`config.mk`:
```
export PLATFORM = sky130hd
export DESIGN_NAME = fib_pair_serializer
export DESIGN_NICKNAME = d
export VERILOG_FILES = /design/src/rtl/fib_pkg.sv /design/src/rtl/fib_pair_fifo.sv /design/src/rtl/fib_pair_serializer.sv
export SDC_FILE = /design/constraint.sdc
export NUM_CORES = 1
export LEC_CHECK = 0
export CELL_PAD_IN_SITES_DETAIL_PLACEMENT = 0
export CELL_PAD_IN_SITES_GLOBAL_PLACEMENT = 1
export CORE_AREA = 5 5 167 89
export DETAILED_ROUTE_END_ITERATION = 8
export DIE_AREA = 0 0 172 94
export PLACE_DENSITY = 0.81
export SLEW_MARGIN = 20
export SYNTH_ARGS = -nofsm -noshare
export SYNTH_HDL_FRONTEND = slang
export SYNTH_SLANG_ARGS = --single-unit
export TNS_END_PERCENT = 50
```
`constraint.sdc`:
```
create_clock -name clk -period 4.3 [get_ports clk]
set_input_delay 0.86 -clock clk [delete_from_list [all_inputs] [get_ports clk]]
set_output_delay 0.86 -clock clk [all_outputs]
set_load 0.02 [all_outputs]
```
`src/rtl/fib_pkg.sv`:
```
// Shared types for the Fibonacci pair serializer: term word, stored pair and output phase.
package fib_pkg;

  localparam int unsigned FIB_W = 16;

  typedef logic [FIB_W-1:0] fib_word_t;

  typedef struct packed {
    fib_word_t num;
    fib_word_t num2;
  } fib_pair_t;

  // Which half of the head pair is currently presented on the output.
  typedef enum logic {
    PH_NUM  = 1'b0,
    PH_NUM2 = 1'b1
  } phase_t;

endpackage

```
`src/rtl/fib_pair_fifo.sv`:
```
// Pair FIFO: DEPTH entries of fib_pair_t, power-of-two pointers that wrap naturally,
// and an occupancy count one bit wider than the pointers.
module fib_pair_fifo
  import fib_pkg::*;
#(
  parameter int unsigned DEPTH = 4
) (
  input  logic      clk,
  input  logic      rst,
  input  logic      push,
  input  logic      pop,
  input  fib_pair_t wr_pair,
  output logic      full,
  output logic      empty,
  output fib_pair_t rd_pair
);

  localparam int unsigned PTR_W = $clog2(DEPTH);
  localparam int unsigned CNT_W = PTR_W + 1;

  fib_pair_t        mem [DEPTH];
  logic [PTR_W-1:0] wr_ptr;
  logic [PTR_W-1:0] rd_ptr;
  logic [CNT_W-1:0] count;
  logic             do_push;
  logic             do_pop;

  always_comb begin
    full    = (count == CNT_W'(DEPTH));
    empty   = (count == '0);
    do_push = push && !full;
    do_pop  = pop && !empty;
    rd_pair = mem[rd_ptr];
  end

  // Pointer and occupancy bookkeeping; a simultaneous push and pop leaves count unchanged.
  always_ff @(posedge clk) begin
    if (!rst) begin
      wr_ptr <= '0;
      rd_ptr <= '0;
      count  <= '0;
    end else begin
      if (do_push) wr_ptr <= wr_ptr + PTR_W'(1);
      if (do_pop)  rd_ptr <= rd_ptr + PTR_W'(1);
      unique case ({do_push, do_pop})
        2'b10:   count <= count + CNT_W'(1);
        2'b01:   count <= count - CNT_W'(1);
        default: count <= count;
      endcase
    end
  end

  // Storage needs no reset; occupancy alone decides what is valid.
  always_ff @(posedge clk) begin
    if (do_push) mem[wr_ptr] <= wr_pair;
  end

endmodule

```
`src/rtl/fib_pair_serializer.sv`:
```
// Re-emits buffered Fibonacci term pairs one term per cycle and flags 16-bit wrap.
// Optional FIB_SEQ_CHECK_EN adds a sticky check that each term is the sum of the previous two.
module fib_pair_serializer
  import fib_pkg::*;
#(
  parameter int unsigned DATA_W = FIB_W,
  parameter int unsigned DEPTH  = 4
) (
  input  logic              clk,
  input  logic              rst,
  input  logic              in_valid,
  output logic              in_ready,
  input  logic [DATA_W-1:0] in_num,
  input  logic [DATA_W-1:0] in_num2,
  output logic              out_valid,
  input  logic              out_ready,
  output logic [DATA_W-1:0] out_data,
  output logic              out_wrap,
  output logic              seq_err
);

  fib_pair_t wr_pair;
  fib_pair_t rd_pair;
  logic      full;
  logic      empty;
  logic      push;
  logic      pop;
  logic      xfer;
  phase_t    phase;
  fib_word_t cur;
  fib_word_t prev;

  fib_pair_fifo #(.DEPTH(DEPTH)) u_fifo (
    .clk     (clk),
    .rst     (rst),
    .push    (push),
    .pop     (pop),
    .wr_pair (wr_pair),
    .full    (full),
    .empty   (empty),
    .rd_pair (rd_pair)
  );

  // Handshakes depend only on registered occupancy, never on out_ready.
  always_comb begin
    wr_pair.num  = FIB_W'(in_num);
    wr_pair.num2 = FIB_W'(in_num2);
    in_ready     = rst && !full;
    push         = in_valid && in_ready;
    out_valid    = !empty;
    cur          = (phase == PH_NUM) ? rd_pair.num : rd_pair.num2;
    out_data     = DATA_W'(cur);
    xfer         = out_valid && out_ready;
    pop          = xfer && (phase == PH_NUM2);
    out_wrap     = out_valid && (cur < prev);
  end

  always_ff @(posedge clk) begin
    if (!rst) begin
      phase <= PH_NUM;
      prev  <= '0;
    end else if (xfer) begin
      phase <= (phase == PH_NUM) ? PH_NUM2 : PH_NUM;
      prev  <= cur;
    end
  end

`ifdef FIB_SEQ_CHECK_EN
  // prev doubles as the most recent term; p2 is the one before it.
  fib_word_t p2;
  logic [1:0] emit_cnt;
  logic      seq_err_q;

  always_ff @(posedge clk) begin
    if (!rst) begin
      p2        <= '0;
      emit_cnt  <= '0;
      seq_err_q <= 1'b0;
    end else if (xfer) begin
      if ((emit_cnt == 2'd2) && (cur != FIB_W'(prev + p2))) seq_err_q <= 1'b1;
      if (emit_cnt != 2'd2) emit_cnt <= emit_cnt + 2'd1;
      p2 <= prev;
    end
  end

  assign seq_err = seq_err_q;
`else
  assign seq_err = 1'b0;
`endif

endmodule
```
==> metrics.txt <==
outcome=finished, final reports clean; Filler Cells Inserted=~1000; per-cell routed wire length=approximately 20 um; Initial Utilization=between 40 and 50%; Crit Path Class=reg2out; CTS Buf Count=17; clk sinks=roughly 150; Setup TNS=0 ns; WHS Path Cells=2; synth top area cells=edfxtp_1 (61%), mux4_2 (11%), dfxtp_1 (8.3%), ha_1 (4.0%), mux2_2 (2.7%); min Tclk post-route=approximately 4.2 ns; post-synth top area cell=edfxtp_1; synthesized cell area=~6300 um2; delay of the slowest cell on the worst path=0.51 ns; Overall Global Routing Usage=around 17%; Seq cells post-synth=approximately 150; count of final hold-check violations=0; core area=around 13000 um2; Yosys warning count=0; clk root buf=clkbuf_16; CTS tree=yes; Arrival @ worst endpoint=around 3.3 ns; Remaining DRCs=0; Worst Reg-to-Reg Cells=10; Main synth FF type=edfxtp_1; PwrDens=452.0 nW/um2; post-synth top area share=61.22%; met3 usage in global routing=about 4.8%; DRT Pass-1 Iters=4; Bufs and invs on worst path=2; ant diodes=0; Worst Hold Path EP=prev[14]; Vias=3264; hold crit path type=reg2reg; worst path required time=between 3 and 4 ns; max-cap check violation count=0; delay-heaviest family, CP=multiplexers; Placement Rows=30; Syn-to-layout area delta=23.06%; number of antenna violations at the first check in global routing=0; Hold Crit Start=prev[14]; Static Leakage=between 0.002 and 0.003 uW; Post-DRT Antenna Nets=0; GR Util met2=between 20 and 25%; maximum clock path buffer count=2; PortBufs=54; fin crit share=between 90% and 100%; Critical Path Source Type=register; Pwr Total=between 3000 and 4000 uW; VDD IR max=0.2716 mV; Die H=between 90 and 100 um; crit path max-delay cell type=mux4_2; cells after synthesis=between 300 and 400; # setup viols final=0; CTS Hold Bufs=0; hpwl dp=~7900 um; headroom to the max-slew limit=around 65%; Peak Freq=between 200 and 250 MHz; Netlist cell types=36; IO Count=56; syn nets=approximately 400; fraction of layout instances using a drive strength above 1=27.15%; final hold slack=0.4621 ns; die area=approximately 16000 um2; Worst-Margin Slew=between 0.5 and 0.6 ns; post-synthesis sequential area ratio=between 60 and 70%; Overflow after GRT=0; number of flops mapped to enable cells by yosys=roughly 130; via density per instance=around 5.3; first-pass GRT wire length=approximately 19000 um; area of the multi-input gates=approximately 1700 um2; Clock Skew=0.01271 ns; worst skew pair latency=0.43 ns; FF/Latch Area=around 4400 um2; Placer Congestion=approximately 0.7; htree depth=4; CP Capture Type=primary output; Clock transition at path regs=0.06 ns; Slew Viols, Final=0; reg-to-reg critical path startpoint=u_fifo.count[0]; async set-or-reset flop fraction in the synthesized netlist=0%; grt met1 use=between 20 and 30%; largest net degree at the start of global routing=33; Total Nets Final=486; 1st-iter DRT viols=roughly 190; R2R Setup Slk=between 2 and 2.5 ns; number of global-route vias before repair=3253; GR peak layer=met1; worst-path cell chain=buf_12 > mux4_2 > mux2_2 > ha_1 > a211oi_1 > nor2_1 > a2111oi_2 > o21ai_1 > a21oi_1 > clkdlybuf4s15_2; Core Util, Final=a little under 60%; die width=between 150 and 200 um; R2R Path End=u_fifo.count[2]; Max FO, Critical Path=18; WL final=approximately 12000 um; average size of a mapped cell=17.94 um2
-- report_power, final --
group / total (uW) / internal [uW] / switching [uW]
combinational: 343 / 158 / 185
clock: 1470 / 820 / 645
sequential: 1680 / 1670 / 16.6
total: 3490 / 2650 / 847
-- placed cells by master, fill, tap and decap left out, types with 4 or more instances in the layout --
cell / n
nor2_2: 15
a21oi_1: 6
clkdlybuf4s50_1: 53
nand2_1: 4
dfxtp_1: 25
ha_1: 20
mux4_2: 32
a211oi_1: 18
and3_1: 5
mux2_2: 15
edfxtp_1: 128
o21ai_0: 4
buf_4: 18
inv_1: 23
clkbuf_16: 17
nor2_1: 11
inv_6: 6
-- metal layers --
metal	routed length (um)	vias to the layer above
met5	0	-
met4	110	0
met3	772	11
met2	5258	79
met1	6170	1648
li1	-	1526
-- Yosys cell counts (2+ instances only) --
| cell type | instances |
|---|---|
| edfxtp_1 | 128 |
| and2_1 | 2 |
| ha_1 | 20 |
| mux4_2 | 32 |
| dfxtp_1 | 26 |
| nor2_1 | 11 |
| nand4_1 | 2 |
| nor3_1 | 2 |
| buf_4 | 2 |
| buf_6 | 4 |
| a211oi_1 | 18 |
| clkbuf_1 | 4 |
| mux2_2 | 15 |
| xor2_1 | 3 |
| and3_1 | 5 |
| xnor2_1 | 3 |
| nor2_2 | 15 |
| inv_1 | 23 |
| buf_2 | 6 |
| o21ai_0 | 4 |
| or3_1 | 2 |
| a21oi_1 | 6 |
| nand2_1 | 4 |
-- through the flow --
| step | instance area (um2) | cells | setup slack, ns |
|---|---|---|---|
| final | 7726 | 618 | 0.1370 |
| after global routing | 7726 | 618 | -0.004311 |
| after CTS | 7641 | 609 | 0.01194 |
| after detailed placement | 7058 | 577 | 0.1375 |
| after global placement | 7058 | 577 | 0.1776 |
| after floorplan | 6279 | 350 | 0.6435 |
-- how the worst max path moves through the flow --
stage,depth (start not counted),to,start
finish,10,out_wrap,register
global route,11,out_wrap,register
CTS,10,out_wrap,register
detailed placement,10,out_wrap,register
global placement,10,out_wrap,register
floorplan,10,out_wrap,register
-- registers in the layout, summed over array words and instances, names as in the netlist, named ones only --
signal         cells
u_fifo.count       3
u_fifo.mem       128
prev              16
phase              1
u_fifo.rd_ptr      2
u_fifo.wr_ptr      2
-- final cells by class --
class | instances | area share (%)
Sequential cell | 154 | 56.50
Clock buffer | 17 | 5.506
Inverter | 24 | 1.166
Multi-Input combinational cell | 156 | 22.33
Timing Repair Buffer | 76 | 9.619
Tap cell | 176 | 2.850
Clock inverter | 15 | 2.024
-- worst register-to-register path: cells and delay by family, from the launching register on --
family / cells / cell delay, ns
AO/OA/AOI/OAI: 2 / 0.54
AND/OR/NAND/NOR: 2 / 0.61
adder cells (fa/ha/maj): 2 / 0.37
buffers and inverters: 3 / 0.23
XOR/XNOR: 1 / 0.07
flip-flops: 1 / 0.37
-- cells by family (layout without fill, tap and decap cells) --
logic type | count (synthesis) | after routing | synth area share (%)
flip-flops | 154 | 154 | 69.51
multiplexers | 48 | 48 | 14.53
AND/OR/NAND/NOR | 45 | 45 | 3.886
buffers and inverters | 40 | 132 | 3.109
AO/OA/AOI/OAI | 35 | 35 | 3.767
adder cells (fa/ha/maj) | 21 | 21 | 4.305
XOR/XNOR | 6 | 6 | 0.8371
other | 1 | 1 | 0.05973
-- timing repair --
item	4_1_cts	5_1_grt
buffers inserted	0	9
endpoints found under the hold margin	0	0
setup endpoints to repair	1	1
gates resized for setup	3	5
(Power assumes the default switching activity.)
